File: src/rtl/lcd_row_scheduler.sv
// -----------------------------------------------------------------------------
// lcd_row_scheduler
//
// Purpose:
//   Frame sequencer sitting between the two LCD row-character generators and
//   the LCD byte writer. A refresh request walks both rows of the display:
//   for each row a DDRAM set-address command is offered, then every column
//   index is presented to the generators, the registered character is
//   captured and offered to the LCD writer over a valid/ready handshake.
//   This block is the only owner of the column index and row select, so the
//   generators and the writer carry no counters of their own.
//
//   Frame order: addr0, row0 col0..COLS-1, addr1, row1 col0..COLS-1.
//   Refresh requests arriving while a frame is in progress collapse into a
//   single pending redraw that starts immediately after the current frame.
//
// Parameters:
//   COLS       characters per row, 1..16
//   ROW0_ADDR  DDRAM address of row 0, column 0
//   ROW1_ADDR  DDRAM address of row 1, column 0
//
// Ports:
//   i_clk        system clock, all state on the rising edge
//   i_rst_n      asynchronous active-low reset
//   i_refresh    single-cycle redraw request
//   o_busy       high whenever the sequencer is not idle
//   o_charIndex  column index presented to the row generators
//   o_rowSel     row being fetched; selects the generator upstream
//   i_character  selected generator output, one cycle after o_charIndex
//   o_lcdValid   byte on o_lcdData is offered
//   o_lcdIsCmd   1 = command byte, 0 = character data
//   o_lcdData    command or character byte
//   i_lcdReady   writer accepts the byte when high together with o_lcdValid
//   o_frameDone  one-cycle pulse after the last byte of a frame is accepted
// -----------------------------------------------------------------------------
module lcd_row_scheduler #(
    parameter int          COLS      = 16,
    parameter logic [7:0]  ROW0_ADDR = 8'h00,
    parameter logic [7:0]  ROW1_ADDR = 8'h40
) (
    input  logic       i_clk,
    input  logic       i_rst_n,
    input  logic       i_refresh,
    output logic       o_busy,
    output logic [3:0] o_charIndex,
    output logic       o_rowSel,
    input  logic [7:0] i_character,
    output logic       o_lcdValid,
    output logic       o_lcdIsCmd,
    output logic [7:0] o_lcdData,
    input  logic       i_lcdReady,
    output logic       o_frameDone
);

    // -------------------------------------------------------------------------
    // Constants
    // -------------------------------------------------------------------------
    // Last legal column; the index is never allowed to step past it.
    localparam logic [3:0] LAST_COL = 4'(COLS - 1);

    // HD44780-style "set DDRAM address" commands for the two rows.
    localparam logic [7:0] CMD_ROW0 = 8'h80 | ROW0_ADDR;
    localparam logic [7:0] CMD_ROW1 = 8'h80 | ROW1_ADDR;

    // -------------------------------------------------------------------------
    // State encoding
    //   IDLE  : waiting for a refresh request
    //   ADDR  : set-address command offered, waiting for handshake
    //   FETCH : column index presented, generator registers its character
    //   WAIT  : generator output valid, captured at the end of this cycle
    //   SEND  : character offered, waiting for handshake
    // -------------------------------------------------------------------------
    typedef enum logic [2:0] {
        ST_IDLE,
        ST_ADDR,
        ST_FETCH,
        ST_WAIT,
        ST_SEND
    } state_t;

    state_t     state_q,      state_d;
    logic       pending_q,    pending_d;
    logic [3:0] char_index_q, char_index_d;
    logic       row_sel_q,    row_sel_d;
    logic [7:0] lcd_data_q,   lcd_data_d;
    logic       lcd_is_cmd_q, lcd_is_cmd_d;
    logic       lcd_valid_q,  lcd_valid_d;
    logic       frame_done_q, frame_done_d;

    // A byte leaves this block only on a rising edge with both sides high.
    logic handshake;
    assign handshake = lcd_valid_q & i_lcdReady;

    // Last column of the current row.
    logic at_last_col;
    assign at_last_col = (char_index_q == LAST_COL);

    // -------------------------------------------------------------------------
    // Next-state and next-output logic
    // -------------------------------------------------------------------------
    always_comb begin
        // NOTE: every signal driven here gets a default first so that no path
        // through the case statement leaves it unassigned (no latches).
        state_d      = state_q;
        pending_d    = pending_q;
        char_index_d = char_index_q;
        row_sel_d    = row_sel_q;
        lcd_data_d   = lcd_data_q;
        lcd_is_cmd_d = lcd_is_cmd_q;
        lcd_valid_d  = lcd_valid_q;
        frame_done_d = 1'b0;

        // Any request while a frame is running is remembered once; extra
        // requests during the same frame simply re-set the same flag.
        if ((state_q != ST_IDLE) && i_refresh) begin
            pending_d = 1'b1;
        end

        unique case (state_q)
            ST_IDLE: begin
                if (i_refresh) begin
                    state_d      = ST_ADDR;
                    row_sel_d    = 1'b0;
                    char_index_d = 4'd0;
                    lcd_data_d   = CMD_ROW0;
                    lcd_is_cmd_d = 1'b1;
                    lcd_valid_d  = 1'b1;
                end
            end

            ST_ADDR: begin
                // Outputs hold by default until the writer takes the command.
                if (handshake) begin
                    state_d      = ST_FETCH;
                    lcd_valid_d  = 1'b0;
                    char_index_d = 4'd0;
                end
            end

            ST_FETCH: begin
                // Index is stable; the generator registers at this edge.
                state_d = ST_WAIT;
            end

            ST_WAIT: begin
                // Generator output now reflects the index presented in FETCH.
                state_d      = ST_SEND;
                lcd_data_d   = i_character;
                lcd_is_cmd_d = 1'b0;
                lcd_valid_d  = 1'b1;
            end

            ST_SEND: begin
                if (handshake) begin
                    if (!at_last_col) begin
                        state_d      = ST_FETCH;
                        char_index_d = char_index_q + 4'd1;
                        lcd_valid_d  = 1'b0;
                    end else if (!row_sel_q) begin
                        // End of row 0: go straight to the row-1 address
                        // command; valid stays high across the switch.
                        state_d      = ST_ADDR;
                        row_sel_d    = 1'b1;
                        lcd_data_d   = CMD_ROW1;
                        lcd_is_cmd_d = 1'b1;
                    end else begin
                        // End of frame.
                        frame_done_d = 1'b1;
                        row_sel_d    = 1'b0;
                        char_index_d = 4'd0;
                        lcd_valid_d  = 1'b0;
                        // A request landing on this very edge counts as
                        // pending, so it restarts the frame without idling.
                        if (pending_q || i_refresh) begin
                            state_d      = ST_ADDR;
                            pending_d    = 1'b0;
                            lcd_data_d   = CMD_ROW0;
                            lcd_is_cmd_d = 1'b1;
                            lcd_valid_d  = 1'b1;
                        end else begin
                            state_d = ST_IDLE;
                        end
                    end
                end
            end

            default: begin
                state_d     = ST_IDLE;
                lcd_valid_d = 1'b0;
            end
        endcase
    end

    // -------------------------------------------------------------------------
    // State and output registers
    // -------------------------------------------------------------------------
    // NOTE: sequential state uses non-blocking assignments so every register
    // samples the values computed before this edge, independent of order.
    always_ff @(posedge i_clk or negedge i_rst_n) begin
        if (!i_rst_n) begin
            state_q      <= ST_IDLE;
            pending_q    <= 1'b0;
            char_index_q <= 4'd0;
            row_sel_q    <= 1'b0;
            lcd_data_q   <= 8'h00;
            lcd_is_cmd_q <= 1'b0;
            lcd_valid_q  <= 1'b0;
            frame_done_q <= 1'b0;
        end else begin
            state_q      <= state_d;
            pending_q    <= pending_d;
            char_index_q <= char_index_d;
            row_sel_q    <= row_sel_d;
            lcd_data_q   <= lcd_data_d;
            lcd_is_cmd_q <= lcd_is_cmd_d;
            lcd_valid_q  <= lcd_valid_d;
            frame_done_q <= frame_done_d;
        end
    end

    // -------------------------------------------------------------------------
    // Outputs
    // -------------------------------------------------------------------------
    // Busy is decoded from the state register so it drops with reset at once.
    assign o_busy      = (state_q != ST_IDLE);
    assign o_charIndex = char_index_q;
    assign o_rowSel    = row_sel_q;
    assign o_lcdValid  = lcd_valid_q;
    assign o_lcdIsCmd  = lcd_is_cmd_q;
    assign o_lcdData   = lcd_data_q;
    assign o_frameDone = frame_done_q;

endmodule

File: config.mk
export PLATFORM = sky130hd
export DESIGN_NAME = lcd_row_scheduler
export DESIGN_NICKNAME = d
export VERILOG_FILES = /design/src/rtl/lcd_row_scheduler.sv
export SDC_FILE = /design/constraint.sdc
export NUM_CORES = 1
export LEC_CHECK = 0
export ABC_AREA = 1
export BUFFER_PORTS_ARGS = -buffer_cell sky130_fd_sc_hd__buf_2
export CAP_MARGIN = 40
export CORE_UTILIZATION = 47
export CTS_CLUSTER_SIZE = 25
export DETAILED_ROUTE_END_ITERATION = 8
export HOLD_SLACK_MARGIN = 0.03
export PLACE_DENSITY_LB_ADDON = 0.25
export SYNTH_ARGS = -nofsm -noshare
export SYNTH_HDL_FRONTEND = slang
export SYNTH_SLANG_ARGS = --single-unit
export TNS_END_PERCENT = 10
File: constraint.sdc
create_clock -name i_clk -period 3.1 [get_ports i_clk]
set_input_delay 0.465 -clock i_clk [delete_from_list [all_inputs] [get_ports i_clk]]
set_output_delay 0.465 -clock i_clk [all_outputs]
set_load 0.03 [all_outputs]
==> flow_summary.ini <==
[clock_tree]
numCtsBuffers = 3
cts_buffer_depth = 2
clk_pin_slew_worst_paths_ns = 0.12
postCtsSetupRepairBufs = 0
cts-root-buf = clkbuf_4
cts.sinks = 20
cts-htree-levels = 1
cts_hold_buf = 0
cts_tree = built
cts_resized = 0
clk_latency_ns = 0.30

[yosys]
synth_fp_nets = 157
ys_types = 20
seq_area_frac_synth_pct = 44.4
syn_inst = 144
yosys_warnings = 0
syn-cell-area_um2 = 1130
avgSynthCellArea_um2 = 7.82
synth_seq_cells = 20

[critical_path]
path_class = reg2out
path_buf_inv = 1
path_cells = nor2_4, nand2_1, buf_2
worstSetupStartpointType = register
cp_slowest_cell = dfrtp_1
critPathMaxStageDelay_ns = 0.50
cp.arrival_ns = 1.32
cpLargestDelayFamily = flip-flops
critPathMaxFanout = 7
endpoint_kind = primary output
critPathRequiredTime_ns = 2.63

[die]
io_pins = 29
initial_utilization_pct = 50.4
row_count = 17
die_x_um = 51.0
fp.dieH_um = 51.0
coreArea_um2 = 2230
dieArea_um2 = 2600

[layout]
postLayoutCoreUtil_pct = 60.6
diodes = 0
drive_above_1_share_pct = 29.5
final_cell_mix = 54 x nand2_1, 28 x buf_2, 20 x dfrtp_1, 14 x nor2_1, 12 x inv_1
area_delta_synth_final_pct = 20.2
n_fill_cell = 217
nets = 190
final_common_cell = nand2_1

[global_route]
grt_pass1_vias = 893
grt_first_pass_wirelength_mm = 3.76
gr-usage-all-layers_pct = 19.5
antenna_found_initial = 0
grt_overflow = 0
grt_max_degree = 21

[run]
maxCapViolations = 0

[placed_design]
portBuffers = 28
routabilityCongestion = 0.875
dp_hpwl_mm = 1.74

[sta]
finalHoldViolCount = 0
setup_viol_count_final = 0
tns_ns = 0
slew_headroom_pct = 70.2
finalCriticalPeriod_ns = 1.78
worst_pin_slew_ns = 0.446
fmax_mhz = 562
finalMaxSlewViolations = 0
finalCritPeriodShare_pct = 57.4
rsz0062_at_grt = no
fin_worst_skew_ns = 0.00249

[detailed_routing]
post_drt_wl_per_cell_um = 10.9
vias = 976
final_antenna_net_count = 0
routed_wl_mm = 2.23
viasPerCell = 4.78
drt_iter0_markers = 19
drc = 0
firstDrtPassIters = 4

[outcome]
status = finished clean

[power]
peakVddDrop_uv = 690
total_power_uw = 1430
p_leak_uw = 0.000767
power.density_nw_per_um2 = 1050

[hold_path]
hold_path_class = in2async
-- cell usage after synthesis --
master / n / area share, %
nand2_2: 2 / 1.1
ha_1: 1 / 1.1
nor2_1: 14 / 4.7
nand3_2: 3 / 2.7
nor2_8: 1 / 1.8
inv_1: 12 / 4.0
nor3_1: 1 / 0.44
nand4_1: 5 / 2.8
o21a_1: 1 / 0.67
nand2_4: 3 / 3.0
nor2_2: 1 / 0.56
nand3_4: 1 / 1.6
dfrtp_1: 20 / 44
inv_2: 4 / 1.3
nor2_4: 4 / 4.0
nand2_1: 54 / 18
nand3_1: 11 / 4.9
nor3b_1: 1 / 0.67
inv_4: 1 / 0.56
o21ai_1: 4 / 1.8
-- stage by stage --
stage               hold WS (ns)  instances  instance area, um2  setup slack, ns
CTS                       0.0987        204                1350             1.31
finish                    0.0878        204                1350             1.32
global placement           0.435        200                1300             1.69
detailed placement         0.444        200                1300             1.66
floorplan                  0.169        144                1130             1.62
global route               0.115        204                1350             1.24
-- worst reg2reg max path: cells and delay by family (launching register included) --
| kind | cells | cell delay (ns) |
|---|---|---|
| flops | 1 | 0.45 |
| simple gates | 7 | 0.64 |
| fa+ha+maj | 1 | 0.25 |
-- cell families (layout without fill, tap and decap cells) --
logic type,after synthesis,count (layout),synth area share (%)
AO/OA/AOI/OAI,5,5,2.44
adder cells (fa/ha/maj),1,1,1.11
buffers and inverters,17,49,5.89
flip-flops,20,20,44.4
AND/OR/NAND/NOR,101,101,46.1
-- cell type report --
class	count	area [um2]	share of cell area, %
Clock buffer	3	22.5	1.66
Clock inverter	1	30.0	2.22
Inverter	17	66.3	4.90
Multi-Input combinational cell	107	559	41.3
Sequential cell	20	500	37.0
Tap cell	28	35.0	2.59
Timing Repair Buffer	28	140	10.4
-- registers in the layout, indices dropped and copies added (netlist names) --
| name | flops |
|---|---|
| pending_q | 1 |
| o_lcdValid | 1 |
| o_rowSel | 1 |
| o_lcdIsCmd | 1 |
| state_q | 3 |
| o_charIndex | 4 |
| o_lcdData | 8 |
| o_frameDone | 1 |
-- layer usage --
| metal | wire [um] | vias up | GRT usage (%) |
|---|---|---|---|
| met2 | 1080 | 15 | 30.5 |
| met1 | 1060 | 440 | 27.4 |
| met4 | 13 | 0 | 6.94 |
| li1 | - | 519 | - |
| met5 | 0 | - | 0 |
| met3 | 71 | 2 | 2.68 |
-- final timing paths --
kind | slack [ns] | endpoint | cells after the start | from
max reg2reg | 1.66 | o_lcdData[7] | 8 | o_charIndex[0]
max | 1.32 | o_busy | 3 | state_q[0]
min in group i_clk | 0.35 | o_lcdData[5] | 3 | i_character[5]
min | 0.09 | o_charIndex[0] | 1 | i_rst_n
min reg2reg | 0.48 | o_lcdData[5] | 2 | o_lcdData[5]
max in group asynchronous | 2.71 | o_lcdData[2] | 1 | i_rst_n
-- power breakdown --
part	switching (uW)	internal, uW
logic	544	244
clock network	84.3	131
registers	76.8	346
(Power assumes the default switching activity.)
